**config.mk**
```make
export PLATFORM = sky130hd
export DESIGN_NAME = t1_pkencode_flat
export DESIGN_NICKNAME = d
export VERILOG_FILES = /design/src/rtl/t1_pkencode_defines_pkg.sv /design/src/rtl/t1_pkencode_if.sv /design/src/rtl/t1_pkencode_buffer.sv /design/src/rtl/t1_pkencode.sv /design/src/flat_wrapper.sv
export SDC_FILE = /design/constraint.sdc
export NUM_CORES = 1
export LEC_CHECK = 0
export BUFFER_PORTS_ARGS = -buffer_cell sky130_fd_sc_hd__buf_2
export CORE_MARGIN = 1
export CORE_UTILIZATION = 55
export DETAILED_ROUTE_END_ITERATION = 10
export GPL_TIMING_DRIVEN = 0
export MAX_ROUTING_LAYER = met4
export PLACE_DENSITY = 0.82
export SYNTH_ARGS = -nofsm -noshare
export SYNTH_HDL_FRONTEND = slang
export SYNTH_SLANG_ARGS = --single-unit
```
**constraint.sdc**
```tcl
create_clock -name clk -period 4.2 [get_ports clk]
set_input_delay 0.63 -clock clk [delete_from_list [all_inputs] [get_ports clk]]
set_output_delay 0.63 -clock clk [all_outputs]
set_load 0.005 [all_outputs]
```
**src/rtl/t1_pkencode_defines_pkg.sv**
```systemverilog
// t1_pkencode_defines_pkg: shared types and constants for the t1 public-key packer.
//   t1_pack_state_type : packer FSM states
//   t1_beat_t          : one input beat of four 10-bit t1 coefficients (coeff 0 in LSBs)
package t1_pkencode_defines_pkg;

    localparam int unsigned T1_COEFF_W         = 10;
    localparam int unsigned T1_COEFFS_PER_BEAT = 4;
    localparam int unsigned T1_BEATS_PER_POLY  = 64;
    localparam int unsigned T1_WORDS_PER_POLY  = 80;

    localparam int unsigned T1_BEAT_W = T1_COEFF_W * T1_COEFFS_PER_BEAT;
    localparam int unsigned T1_WORD_W = 32;
    localparam int unsigned T1_BUF_W  = T1_WORD_W + T1_BEAT_W;
    localparam int unsigned T1_FILL_W = $clog2(T1_BUF_W + 1);

    typedef enum logic [1:0] {
        T1_PACK_IDLE,
        T1_PACK_RUN,
        T1_PACK_DONE
    } t1_pack_state_type;

    typedef struct packed {
        logic [T1_COEFF_W-1:0] c3;
        logic [T1_COEFF_W-1:0] c2;
        logic [T1_COEFF_W-1:0] c1;
        logic [T1_COEFF_W-1:0] c0;
    } t1_beat_t;

endpackage

```
**src/rtl/t1_pkencode_if.sv**
```systemverilog
// t1_pkencode_if: beat-in / word-out handshake bundle of the t1 packer.
//   in_valid/in_data/in_ready    : t1 coefficient beats from power2round
//   out_valid/out_data/out_ready : packed 32-bit pk words
//   master = producer/consumer side, slave = packer side
interface t1_pkencode_if;
    import t1_pkencode_defines_pkg::*;

    logic                 in_valid;
    t1_beat_t             in_data;
    logic                 in_ready;
    logic                 out_valid;
    logic [T1_WORD_W-1:0] out_data;
    logic                 out_ready;

    modport master (
        output in_valid, in_data, out_ready,
        input  in_ready, out_valid, out_data
    );

    modport slave (
        input  in_valid, in_data, out_ready,
        output in_ready, out_valid, out_data
    );

endinterface

```
**src/rtl/t1_pkencode_buffer.sv**
```systemverilog
// t1_pkencode_buffer: 72-bit LSB-first append/shift buffer with fill count.
//   clk, rst      : clock, async active-high reset
//   clear         : synchronous clear of contents and fill
//   push, din     : append a 40-bit beat at the current fill position
//   pop           : drop the low 32-bit word (applied before a same-cycle push)
//   word_nxt      : low word of the buffer as it will be after this edge
//   fill_nxt      : fill count as it will be after this edge
module t1_pkencode_buffer
    import t1_pkencode_defines_pkg::*;
(
    input  logic                 clk,
    input  logic                 rst,
    input  logic                 clear,
    input  logic                 push,
    input  logic                 pop,
    input  logic [T1_BEAT_W-1:0] din,
    output logic [T1_WORD_W-1:0] word_nxt,
    output logic [T1_FILL_W-1:0] fill_nxt
);

    logic [T1_BUF_W-1:0]  data_q;
    logic [T1_BUF_W-1:0]  data_d;
    logic [T1_BUF_W-1:0]  shifted;
    logic [T1_FILL_W-1:0] fill_q;
    logic [T1_FILL_W-1:0] fill_d;
    logic [T1_FILL_W-1:0] fill_s;

    // Pop first, then place the new beat just above whatever remains.
    always_comb begin
        shifted = data_q;
        fill_s  = fill_q;
        if (pop) begin
            shifted = data_q >> T1_WORD_W;
            fill_s  = fill_q - T1_FILL_W'(T1_WORD_W);
        end
        data_d = shifted;
        fill_d = fill_s;
        if (push) begin
            data_d = shifted | (T1_BUF_W'(din) << fill_s);
            fill_d = fill_s + T1_FILL_W'(T1_BEAT_W);
        end
        if (clear) begin
            data_d = '0;
            fill_d = '0;
        end
    end

    always_ff @(posedge clk or posedge rst) begin
        if (rst) begin
            data_q <= '0;
            fill_q <= '0;
        end else begin
            data_q <= data_d;
            fill_q <= fill_d;
        end
    end

    assign word_nxt = data_d[T1_WORD_W-1:0];
    assign fill_nxt = fill_d;

endmodule

```
**src/rtl/t1_pkencode.sv**
```systemverilog
// t1_pkencode: packs NUM_POLY t1 polynomials (10-bit coeffs) LSB-first into 32-bit pk words.
//   clk, rst  : clock, async active-high reset
//   zeroize   : synchronous clear of all state and buffered data
//   start     : pulse to begin a run (ignored unless idle)
//   io        : slave side of t1_pkencode_if (beats in, words out)
//   done      : one-cycle pulse after the final word is accepted
//   err       : sticky protocol error, only when T1_PKENCODE_ERR_EN is defined; else tied 0
module t1_pkencode
    import t1_pkencode_defines_pkg::*;
#(
    parameter int unsigned NUM_POLY = 8
)
(
    input  logic          clk,
    input  logic          rst,
    input  logic          zeroize,
    input  logic          start,
    t1_pkencode_if.slave  io,
    output logic          done,
    output logic          err
);

    localparam int unsigned BEATS_TOTAL = T1_BEATS_PER_POLY * NUM_POLY;
    localparam int unsigned WORDS_TOTAL = T1_WORDS_PER_POLY * NUM_POLY;
    localparam int unsigned BEAT_CNT_W  = $clog2(BEATS_TOTAL + 1);
    localparam int unsigned WORD_CNT_W  = $clog2(WORDS_TOTAL + 1);

    t1_pack_state_type     state_q;
    t1_pack_state_type     state_d;
    logic [BEAT_CNT_W-1:0] beats_q;
    logic [BEAT_CNT_W-1:0] beats_d;
    logic [WORD_CNT_W-1:0] words_q;
    logic [WORD_CNT_W-1:0] words_d;
    logic                  in_ready_q;
    logic                  out_valid_q;
    logic [T1_WORD_W-1:0]  out_data_q;
    logic                  done_q;
    logic                  push;
    logic                  pop;
    logic [T1_WORD_W-1:0]  word_nxt;
    logic [T1_FILL_W-1:0]  fill_nxt;

    t1_pkencode_buffer u_buffer (
        .clk      (clk),
        .rst      (rst),
        .clear    (zeroize),
        .push     (push),
        .pop      (pop),
        .din      (io.in_data),
        .word_nxt (word_nxt),
        .fill_nxt (fill_nxt)
    );

    // Handshakes use only registered ready/valid, so no in->out combinational path.
    always_comb begin
        push    = io.in_valid && in_ready_q;
        pop     = out_valid_q && io.out_ready;
        state_d = state_q;
        beats_d = beats_q;
        words_d = words_q;
        case (state_q)
            T1_PACK_IDLE: begin
                if (start) begin
                    state_d = T1_PACK_RUN;
                    beats_d = BEAT_CNT_W'(BEATS_TOTAL);
                    words_d = WORD_CNT_W'(WORDS_TOTAL);
                end
            end
            T1_PACK_RUN: begin
                if (push) begin
                    beats_d = beats_q - BEAT_CNT_W'(1);
                end
                if (pop) begin
                    words_d = words_q - WORD_CNT_W'(1);
                    if (words_q == WORD_CNT_W'(1)) begin
                        state_d = T1_PACK_DONE;
                    end
                end
            end
            T1_PACK_DONE: state_d = T1_PACK_IDLE;
            default:      state_d = T1_PACK_IDLE;
        endcase
    end

    // State, counters and outputs; outputs are registered from next-cycle values.
    always_ff @(posedge clk or posedge rst) begin
        if (rst) begin
            state_q     <= T1_PACK_IDLE;
            beats_q     <= '0;
            words_q     <= '0;
            in_ready_q  <= 1'b0;
            out_valid_q <= 1'b0;
            out_data_q  <= '0;
            done_q      <= 1'b0;
        end else if (zeroize) begin
            state_q     <= T1_PACK_IDLE;
            beats_q     <= '0;
            words_q     <= '0;
            in_ready_q  <= 1'b0;
            out_valid_q <= 1'b0;
            out_data_q  <= '0;
            done_q      <= 1'b0;
        end else begin
            state_q     <= state_d;
            beats_q     <= beats_d;
            words_q     <= words_d;
            in_ready_q  <= (state_d == T1_PACK_RUN) && (beats_d != '0) &&
                           (fill_nxt <= T1_FILL_W'(T1_WORD_W));
            out_valid_q <= (state_d == T1_PACK_RUN) && (fill_nxt >= T1_FILL_W'(T1_WORD_W));
            out_data_q  <= word_nxt;
            done_q      <= (state_d == T1_PACK_DONE);
        end
    end

`ifdef T1_PKENCODE_ERR_EN
    logic err_q;
    logic err_evt;

    assign err_evt = (io.in_valid && (state_q != T1_PACK_RUN)) ||
                     (io.in_valid && (state_q == T1_PACK_RUN) && (beats_q == '0)) ||
                     (start && (state_q != T1_PACK_IDLE));

    always_ff @(posedge clk or posedge rst) begin
        if (rst) begin
            err_q <= 1'b0;
        end else if (zeroize) begin
            err_q <= 1'b0;
        end else if (err_evt) begin
            err_q <= 1'b1;
        end
    end

    assign err = err_q;
`else
    assign err = 1'b0;
`endif

    assign io.in_ready  = in_ready_q;
    assign io.out_valid = out_valid_q;
    assign io.out_data  = out_data_q;
    assign done         = done_q;

endmodule

```
**src/flat_wrapper.sv**
```systemverilog
// flat-port wrapper written by rule: the top's interface ports become plain ports
module t1_pkencode_flat import t1_pkencode_defines_pkg::*;
#(
    parameter int unsigned NUM_POLY = 8
)
  (clk, rst, zeroize, start, done, err, io_in_valid, io_in_data, io_out_ready, io_in_ready, io_out_valid, io_out_data);
  t1_pkencode_if io_i ();
  input  logic clk;
  input  logic rst;
  input  logic zeroize;
  input  logic start;
  output logic done;
  output logic err;
  input wire logic [$bits(io_i.in_valid)-1:0] io_in_valid;
  input wire logic [$bits(io_i.in_data)-1:0] io_in_data;
  input wire logic [$bits(io_i.out_ready)-1:0] io_out_ready;
  output wire logic [$bits(io_i.in_ready)-1:0] io_in_ready;
  output wire logic [$bits(io_i.out_valid)-1:0] io_out_valid;
  output wire logic [$bits(io_i.out_data)-1:0] io_out_data;
  assign io_i.in_valid = io_in_valid;
  assign io_i.in_data = io_in_data;
  assign io_i.out_ready = io_out_ready;
  assign io_in_ready = io_i.in_ready;
  assign io_out_valid = io_i.out_valid;
  assign io_out_data = io_i.out_data;
  t1_pkencode #(.NUM_POLY(NUM_POLY)) u_core (.clk(clk), .rst(rst), .zeroize(zeroize), .start(start), .io(io_i), .done(done), .err(err));
endmodule
```
Word-level counts from Yosys, hierarchy flattened:

Index checks and enable logic that the tools add are counted.

* output and inout port bits: 36
* word-level logic and storage cells: 55
* bits in registers: 136
* input port bits: 46
* memories: 0
* RAM bits: 0
* ROM bits: 0
* bits in latches: 0

* magnitude comparators: 2
* reductions and logical operators: 9
* bitwise gates (word level): 1
* equal/unequal tests: 6
* $mul: 0
* shift operators: 1
* add/subtract/negate cells: 4
* multiplexer cells: 23
* divide/modulo/power cells: 0

Operators by type and width (count)
* $mux W72: 3
* $or A72 B72 Y72: 1
* $shl A40 B7 Y72: 1
* $mux W10: 6
* $pmux W10 S2: 2
* $mux W32: 1
* $mux W7: 3
* $sub A10 B1 Y10 const B: 2
* $eq A10 B1 Y1 const B: 1
* $reduce_bool A10 Y1: 1
* $mux W2: 4
* $add A7 B6 Y7 const B: 1
* $ge A7 B6 Y1 const B: 1
* $le A7 B6 Y1 const B: 1
* $sub A7 B6 Y7 const B: 1
* $logic_and A1 B1 Y1: 5
* $eq A2 B1 Y1 const B: 2
* $pmux W2 S2: 1
* $mux W1: 3
* $ne A3 B2 Y1 const B: 1
* $ne A3 B3 Y1 const B: 1
* $reduce_and A3 Y1: 1
* $reduce_bool A3 Y1: 1
* $eq A2 B2 Y1 const B: 1
* $logic_not A2 Y1: 1

Longest topological paths before layout:

Gate-level depths: netlist (run 1).

* word-level depth: 8
* gate-level depth with buffers: 9
* gate-level depth less buffers: 7

Hierarchy:

From an unflattened synthesis (run 1), not the netlist that was laid out.

* cell total of the unflattened synthesis: 913
* area total of the unflattened synthesis: 9262.6 um^2

By module, submodules not included
* t1_pkencode_buffer: seq. area each 1976.9 um^2, area each 6770.2 um^2, cells each 684, instances 1
* t1_pkencode: seq. area each 1426.4 um^2, area each 2492.4 um^2, cells each 229, instances 1

Worst setup path before layout (run 1):

OpenSTA, ideal clock, no wires.

* path kind: input to register
* from: input port io_out_ready
* to: register u_core.u_buffer.data_q[56]
* path slack: 1.958 ns
* data required time: 4.110 ns
* stages on the path: 8
* arrival time: 2.152 ns
* path through: clkbuf_1 > and3b_1 > buf_4 > mux2i_1 > nor3_1 > buf_2 > nand2_1 > o221ai_1

* word-level cells in the longest chain between the ends: 6
* elaborated cells between the ends (all ways): 7
* classes of those cells: shift: 1; mux: 4; bitwise: 1; reduce/logical: 1

RTL lines
* start, declared: RTL line flat_wrapper.sv:16 `input wire logic [$bits(io_i.out_ready)-1:0] io_out_ready;`
* $logic_and A1 B1 Y1 *: RTL line t1_pkencode.sv:57 `pop = out_valid_q && io.out_ready;`
* $mux W7: RTL line t1_pkencode_buffer.sv:32 `if (pop) begin`
* $shl A40 B7 Y72: RTL line t1_pkencode_buffer.sv:39 `data_d = shifted | (T1_BUF_W'(din) << fill_s);`
* $or A72 B72 Y72: RTL line t1_pkencode_buffer.sv:39
* $mux W72 *: RTL line t1_pkencode_buffer.sv:38 `if (push) begin`
* $mux W72 *: RTL line t1_pkencode_buffer.sv:42 `if (clear) begin`
* net u_core.u_buffer.data_d[56]: RTL line t1_pkencode_buffer.sv:22 `logic [T1_BUF_W-1:0] data_d;`
* end signal, assigned: RTL line t1_pkencode_buffer.sv:53 `data_q <= data_d;`
* end, declared: RTL line t1_pkencode_buffer.sv:21 `logic [T1_BUF_W-1:0] data_q;`

The timed path passes the listed nets; every way through them passes the cells marked *.
A chain may end at the register's enable or synchronous reset.

Worst setup path after layout (run 1):

* from: register u_core.u_buffer.fill_q[2]
* to: register u_core.u_buffer.data_q[50]

* word-level cells in the longest chain between the ends: 6

RTL lines
* start, declared: RTL line t1_pkencode_buffer.sv:24 `logic [T1_FILL_W-1:0] fill_q;`
* start signal, assigned: RTL line t1_pkencode_buffer.sv:54 `fill_q <= fill_d;`
* $sub A7 B6 Y7: RTL line t1_pkencode_buffer.sv:34 `fill_s = fill_q - T1_FILL_W'(T1_WORD_W);`
* $mux W7 *: RTL line t1_pkencode_buffer.sv:32
* $shl A40 B7 Y72 *: RTL line t1_pkencode_buffer.sv:39
* $or A72 B72 Y72 *: RTL line t1_pkencode_buffer.sv:39
* $mux W72 *: RTL line t1_pkencode_buffer.sv:38
* $mux W72 *: RTL line t1_pkencode_buffer.sv:42
* net u_core.u_buffer.data_d[50]: RTL line t1_pkencode_buffer.sv:22

Marks and branches as above.

==> results of run 1 <==
-- synthesized netlist by cell type (all sizes together) (6+ instances only) --
cell / count
nor4: 12
nand4: 9
a21oi: 34
dfrtp: 104
o221ai: 15
nand3: 21
nor2: 64
and3b: 6
nand2: 134
a31oi: 22
nor3: 25
nor2b: 6
mux4: 38
and2: 7
a221o: 11
inv: 11
mux2i: 35
xnor2: 8
a22oi: 10
o211ai: 11
a211oi: 9
buf: 59
o21ai: 18
a211o: 9
clkbuf: 45
o2bb2ai: 6
o22ai: 25
mux2: 33
-- placed cells by master, fill, tap and decap left out, types with 5 or more instances in the layout --
master     Yosys  routed
nor4_1        11      11
clkbuf_1      45      46
a21oi_1       34      34
nand4_1        9       9
a221o_1       11      11
clkbuf_16      0       9
o21ai_0       17      17
a211o_1        9       9
and2_1         7       7
nor3_1        25      25
nor2_1        64      64
mux2_2        31      31
buf_1         10      10
and3b_1        6       6
nand3_1       21      21
nand2b_1       5       5
a221oi_1       5       5
buf_2         10      88
and3_1         5       5
nor2b_1        6       6
dfrtp_1      104     104
mux2i_1       35      35
xnor2_1        8       8
mux4_2        34      34
a22oi_1        9       9
inv_1         10       9
o221ai_1      15      15
o2bb2ai_1      6       6
a31oi_1       22      22
nand2_1      134     134
o22ai_1       24      24
o211ai_1      11      11
a211oi_1       9       9
nand3b_1       5       5
buf_4         34      34
-- through the flow --
stage | hold slack [ns] | worst slack (ns) | instances | utilization | power [mW]
finish | 0.336 | 0.697 | 1166 | 0.629 | 2.59
global route | 0.391 | 0.856 | 1166 | 0.629 | 2.66
CTS | 0.364 | 0.988 | 1166 | 0.629 | 2.55
detailed placement | 0.476 | 1.01 | 1150 | 0.609 | 1.71
global placement | 0.469 | -0.391 | 1149 | 0.607 | 1.70
floorplan | 0.455 | 0.838 | 887 | - | 1.47
-- cell families after synthesis --
| logic type | synth area share |
|---|---|
| DFF | 0.319 |
| adders and majority gates | 0.00736 |
| AOI/OAI and AO/OA | 0.195 |
| muxes | 0.196 |
| buffers and inverters | 0.0757 |
| and+or+nand+nor | 0.194 |
| xor gates and xnor gates | 0.0129 |
| other | 0.000459 |
-- routing by layer --
metal | share of wire | GRT usage
met1 | 0.40 | 0.590
met2 | 0.44 | 0.663
met3 | 0.10 | 0.121
met4 | 0.062 | 0.245
met5 | 0 | -
-- how the worst max path moves through the flow --
stage / endpoint / cells past startpoint / from
6_report: u_core.u_buffer.data_q[50] / 6 / u_core.u_buffer.fill_q[2]
5_1_grt: u_core.u_buffer.data_q[50] / 6 / u_core.u_buffer.fill_q[2]
4_1_cts: u_core.u_buffer.data_q[50] / 6 / u_core.u_buffer.fill_q[2]
3_5_place_dp: u_core.u_buffer.data_q[50] / 6 / u_core.u_buffer.fill_q[2]
3_3_place_gp: u_core.io.out_data[25] / 2 / rst
2_1_floorplan: u_core.beats_q[0] / 1 / rst
-- power by group through the flow --
stage	Combinational (mW)	Clock (mW)	Sequential, mW
finish	0.648	0.868	1.07
global route	0.683	0.907	1.07
CTS	0.623	0.863	1.07
detailed placement	0.620	0	1.09
global placement	0.613	0	1.09
floorplan	0.392	0	1.08
-- state kept, by name, indices dropped and copies added (netlist names) --
signal / cells
u_core.io.out_valid: 1
u_core.io.in_ready: 1
u_core.state_q: 2
u_core.done: 1
u_core.io.out_data: 21
u_core.beats_q: 10
u_core.words_q: 10
u_core.u_buffer.data_q: 51
u_core.u_buffer.fill_q: 7
-- final cells by class --
cell class / instances / area [sq um] / share of cell area
inverters: 11 / 43.8 / 0.00481
multi-input cells: 668 / 4940 / 0.543
flip-flops and latches: 104 / 2600 / 0.286
well taps: 184 / 230 / 0.0253
clock inverters: 6 / 63.8 / 0.00701
clock buffers: 10 / 229 / 0.0251
repair buffers: 79 / 418 / 0.0459
plain buffers: 104 / 577 / 0.0634
-- critical path: stages (launching register included) --
cell and delay [ns]:
dfrtp_1 0.38, buf_2 0.26, clkbuf_1 0.60, nand3_1 0.60, nor3_1 1.03, a22oi_1 0.22, a41oi_1 0.32
==> run_results.csv, run 1 <==
group,metric,value,unit
synthesis,synth_cells,887,
worst_setup_path,r2r-end,"u_core.u_buffer.data_q[50]",
synthesis,syn_avg_cell_area,9.20,sq um
worst_setup_path,criticalPathCategory,"reg -> reg",
finish,antenna_cells,0,
worst_setup_path,start_kind,"register",
power_and_ir_drop,p_comb_frac,0.251,
floorplanning,die-area,15300,sq um
synthesis,synth_edf_count,0,
power_and_ir_drop,p_sw_frac,0.347,
timing,setup_viol_count_final,0,
clock_tree,clockRootBuffer,"clkbuf_16",
clock_tree,holdBufCountCts,0,
global_routing,grt_pass1_wl,49100,um
global_routing,grt_pass1_vias,7979,
floorplanning,die_w,124,um
finish,area_growth_syn_to_layout,11.6,%
floorplanning,initial_utilization,0.564,
power_and_ir_drop,p_sw,0.897,mW
synthesis,synth_seq_area_share,0.319,
worst_setup_path,crit_fanout,10,
floorplanning,ios,82,
global_routing,antenna_found_initial,0,
worst_setup_path,rrSetupSlack,0.70,ns
timing,worst_pin_slew,1.37,ns
synthesis,synthTopCellsByArea,"dfrtp_1, mux4_2, nand2_1",
global_routing,globalRoute.totalOverflow,0,
timing,hold_viol,0,
clock_tree,clk_latency,0.37,ns
timing,min_period,3.50,ns
timing,grt_setup_unrepaired,"false",
timing,drv_slew,0,
timing,fmax,285,MHz
power_and_ir_drop,peakVddDrop,225,uV
finish,nFillCells,1271,
drt,routedWlPerCell,28.0,um
floorplanning,core,14500,sq um
worst_setup_path,arrival,3.77,ns
synthesis,synth-seq-cells,104,
worst_setup_path,rr_startpoint,"u_core.u_buffer.fill_q[2]",
synthesis,async_flop_share,1.00,
clock_tree,cts_buffer_depth,2,
worst_setup_path,r2r_cells,6,
power_and_ir_drop,clockPowerShare,0.336,
clock_tree,htreeDepth,3,
clock_tree,cts_made_buffers,9,
worst_setup_path,worstPathRequired,4.47,ns
floorplanning,core.rowCount,44,
clock_tree,cts_sinks,104,
drt,drc,0,
hold_path,hp-class,"in -> async",
global_routing,grtUsageTotal,0.460,
synthesis,post_synth_num_cell_types,80,
timing,slew_headroom,0.0774,
run_status,outcome,"finished, final reports clean",
drt,wirelength,32700,um
clock_tree,clkTransAtPathRegs,0.08,ns
placement,routabilityCongestion,1.02,
clock_tree,cts_tree,"built",
synthesis,ys_warn_count,0,
drt,drt-pass1-iter-count,6,
power_and_ir_drop,p_int,1.69,mW
synthesis,synth_top_cell_area_share,0.319,
timing,fin_setup_tns,0,ns
flow_run,cap_viol_max_count,0,
power_and_ir_drop,powerDensity,284,nW/um^2
timing,fin_worst_skew,0.00862,ns
placement,postPlaceCellArea,8810,sq um
timing,period_share,0.834,
finish,drive_above_1_share,0.231,
synthesis,synthFlopType,"dfrtp_1",
drt,detail_route.vias_per_cell,7.22,
drt,vias,8421,
clock_tree,cts_setup_buffers,0,
finish,final_nets,1027,
synthesis,syn-cell-area,8160,sq um
drt,drt_iter0_drc,1313,
power_and_ir_drop,p_leak,3.92,nW
drt,ant_nets,0,
placement,portBuffers,78,
power_and_ir_drop,seqPwrFrac,0.414,
clock_tree,post_cts_resized,0,
finish,final_cell_area,9100,sq um
synthesis,yosys.area.top_type,"dfrtp_1",
placement,dp_hpwl,24900,um
global_routing,grt_max_degree,61,
synthesis,syn_nets,937,
floorplanning,die_h,124,um
worst_setup_path,end_kind,"register",
Note: power is estimated with default switching activity, not from simulation.
==> run 2, diff against run 1 <==
Settings changed: ABC_AREA set to 1, PLACE_DENSITY 0.82 to 0.85.
Clock period 4.2 ns to 2.9 ns, I/O delays scaled along.
==> run 2 against run 1 <==
Net effect: final cell count rose by 34%; global-route usage shrank 5.7 points; count of clock-buffer cells in the layout decreased by 1; non-clock buffer count grew 12; die area is 0.78% higher; utilization is 0.23 points higher; register-to-register slack got worse by 0.04 ns; highest routed layer unchanged; area after synthesis increased by 0.80%; synthesized cell count is 44% higher; power up 60%; largest cell class unchanged; clock power increased by 45%.
==> run_results.csv, run 2 <==
group,metric,value,unit
run_status,outcome,"finished, final reports clean",
clock_tree,post_cts_resized,0,
floorplanning,die_w,124,um
global_routing,antenna_found_initial,0,
worst_setup_path,start_kind,"register",
finish,area_growth_syn_to_layout,11.9,%
drt,vias,9213,
worst_setup_path,path_delay_family,"buffers and inverters",
synthesis,synth_cells,1276,
timing,fin_setup_tns,0,ns
floorplanning,core,14600,sq um
timing,setup_viol_count_final,0,
synthesis,synth_seq_area_share,0.316,
clock_tree,clkTransAtPathRegs,0.09,ns
worst_setup_path,crit_buf_inv,3,
timing,min_period,2.25,ns
synthesis,synth-seq-cells,104,
timing,drv_slew,0,
synthesis,synthAdderAreaFrac,0.00608,
synthesis,async_flop_share,1.00,
flow_run,cap_viol_max_count,0,
synthesis,synthXorXnorAreaFrac,0.00441,
synthesis,syn-cell-area,8230,sq um
worst_setup_path,crit_fanout,10,
synthesis,syn_nets,1326,
timing,worst_pin_slew,0.952,ns
drt,wirelength,29700,um
timing,grt_setup_unrepaired,"false",
synthesis,yosys-top-cells-count,"nand2_1, nand3_1, dfrtp_1",
worst_setup_path,crit_chain,"buf_2 > inv_2 > buf_2 > nand3_1 > nand3_1 > nand3_1 > nand2_1 > o21ai_1 > o21ai_0 > a21oi_1",
finish,fin_util,0.631,
finish,largest_reg_flops,51,
placement,dp_hpwl,23600,um
drt,ant_nets,0,
synthesis,synthTopCellsByArea,"dfrtp_1, nand3_1, nand2_1",
global_routing,grtUsageTotal,0.403,
clock_tree,clockRootBuffer,"clkbuf_16",
finish,top_register,"u_core.u_buffer.data_q",
synthesis,syn_avg_cell_area,6.45,sq um
power_and_ir_drop,p_leak,4.71,nW
floorplanning,ios,82,
floorplanning,initial_utilization,0.564,
global_routing,grt_pass1_vias,8655,
finish,final_nets,1419,
clock_tree,clk_latency,0.37,ns
synthesis,synth.most_common_cell,"nand2_1",
timing,fmax,445,MHz
finish,nFillCells,1402,
drt,detail_route.vias_per_cell,5.91,
drt,drc,0,
floorplanning,die_h,124,um
clock_tree,holdBufCountCts,0,
clock_tree,cts_buffer_depth,2,
timing,fin_worst_skew,0.0178,ns
worst_setup_path,r2r_cells,10,
synthesis,yosys.area.top_type,"dfrtp_1",
worst_setup_path,slowest_stage,"dfrtp_1",
timing,period_share,0.774,
global_routing,grt_max_degree,41,
timing,hold_viol,0,
power_and_ir_drop,p_total,4.14,mW
worst_setup_path,arrival,2.46,ns
placement,portBuffers,80,
synthesis,synth_compound_area_frac,0.115,
finish,final_cell_mix,"nand2_1, nand3_1, buf_2, dfrtp_1, a21oi_1",
hold_path,hp-class,"in -> async",
synthesis,post_synth_num_cell_types,46,
power_and_ir_drop,powerDensity,450,nW/um^2
clock_tree,htreeDepth,3,
clock_tree,cts_made_buffers,9,
finish,register_area,2600,sq um
worst_setup_path,criticalPathCategory,"reg -> reg",
finish,multiInputGateArea,4630,sq um
drt,drt-pass1-iter-count,6,
placement,routabilityCongestion,1.03,
worst_setup_path,max_stage_delay,0.36,ns
synthesis,synth_top_cell_area_share,0.316,
finish,antenna_cells,0,
clock_tree,cts_tree,"built",
clock_tree,cts_sinks,104,
global_routing,globalRoute.totalOverflow,0,
floorplanning,die-area,15500,sq um
drt,drt_iter0_drc,1144,
synthesis,synthFlopType,"dfrtp_1",
drt,routedWlPerCell,19.1,um
global_routing,grt_pass1_wl,47200,um
timing,slew_headroom,0.365,
worst_setup_path,crit_top_cell,"nand3_1",
synthesis,synth_edf_count,0,
worst_setup_path,cp.depth,10,
synthesis,yosys.area_share.simple,0.429,
power_and_ir_drop,peakVddDrop,282,uV
synthesis,ys_warn_count,0,
synthesis,muxShareOfSynthArea,0.00852,
clock_tree,cts_setup_buffers,0,
worst_setup_path,end_kind,"register",
floorplanning,core.rowCount,44,
worst_setup_path,worstPathRequired,3.11,ns
finish,final_common_cell,"nand2_1",
finish,drive_above_1_share,0.157,
synthesis,synth_top_family_by_area,"simple AND/OR/NAND/NOR gates",
==> run 2: changes by cell type after synthesis, sizes merged, moves of 29 or more <==
cell	before	now
buf	59	88
a21oi	34	78
nand3	21	308
mux2	33	0
mux4	38	0
nand2	134	405
inv	11	73
o21ai	18	53
==> run 2: routing by layer <==
metal	vias up	track usage	routed length [um]
li1	4419	-	-
met1	4229	0.561	12900
met2	512	0.611	13200
met3	53	0.0610	2790
met4	0	0.108	788
met5	-	-	0
==> run 2: worst paths after layout <==
kind,from,to,slack (ns)
worst max-delay path,u_core.u_buffer.fill_q[1],u_core.u_buffer.data_q[39],0.65
worst min-delay path,rst,u_core.u_buffer.data_q[38],0.20
worst max register to register,u_core.u_buffer.fill_q[1],u_core.u_buffer.data_q[39],0.65
worst min register to register,u_core.words_q[6],u_core.words_q[6],0.46
max in group asynchronous,rst,u_core.beats_q[0],1.82
min in group clk,zeroize,u_core.u_buffer.fill_q[3],0.41
==> run 2: report_power, final <==
| group | switching (mW) | leakage, nW | internal, mW |
|---|---|---|---|
| clock network | 0.646 | 0.150 | 0.617 |
| registers | 0.0607 | 1.43 | 1.55 |
| logic | 0.858 | 3.13 | 0.414 |
==> run 2: logic make-up after synthesis <==
kind of cell / Yosys count
buffers and inverters: 187
xor gates and xnor gates: 2
AOI/OAI and AO/OA: 171
DFF: 104
other: 1
and+or+nand+nor: 800
adders and majority gates: 4
muxes: 7
==> run 2: area by class of cell <==
| type | count | area share |
|---|---|---|
| Multi-Input combinational cell | 985 | 0.503 |
| Buffer | 113 | 0.0760 |
| Clock buffer | 9 | 0.0245 |
| Sequential cell | 104 | 0.283 |
| Tap cell | 184 | 0.0250 |
| Inverter | 74 | 0.0322 |
| Timing Repair Buffer | 82 | 0.0478 |
| Clock inverter | 7 | 0.00883 |
==> run 2: metrics by stage <==
stage / cells / cell area [sq um] / worst slack [ns] / hold WS [ns]
3_3_place_gp: 1540 / 8860 / 0.583 / 0.443
5_1_grt: 1558 / 9210 / 0.610 / 0.258
4_1_cts: 1558 / 9210 / 0.755 / 0.228
3_5_place_dp: 1542 / 8900 / 0.788 / 0.462
6_report: 1558 / 9210 / 0.654 / 0.195
2_1_floorplan: 1276 / 8230 / 1.22 / 0.425
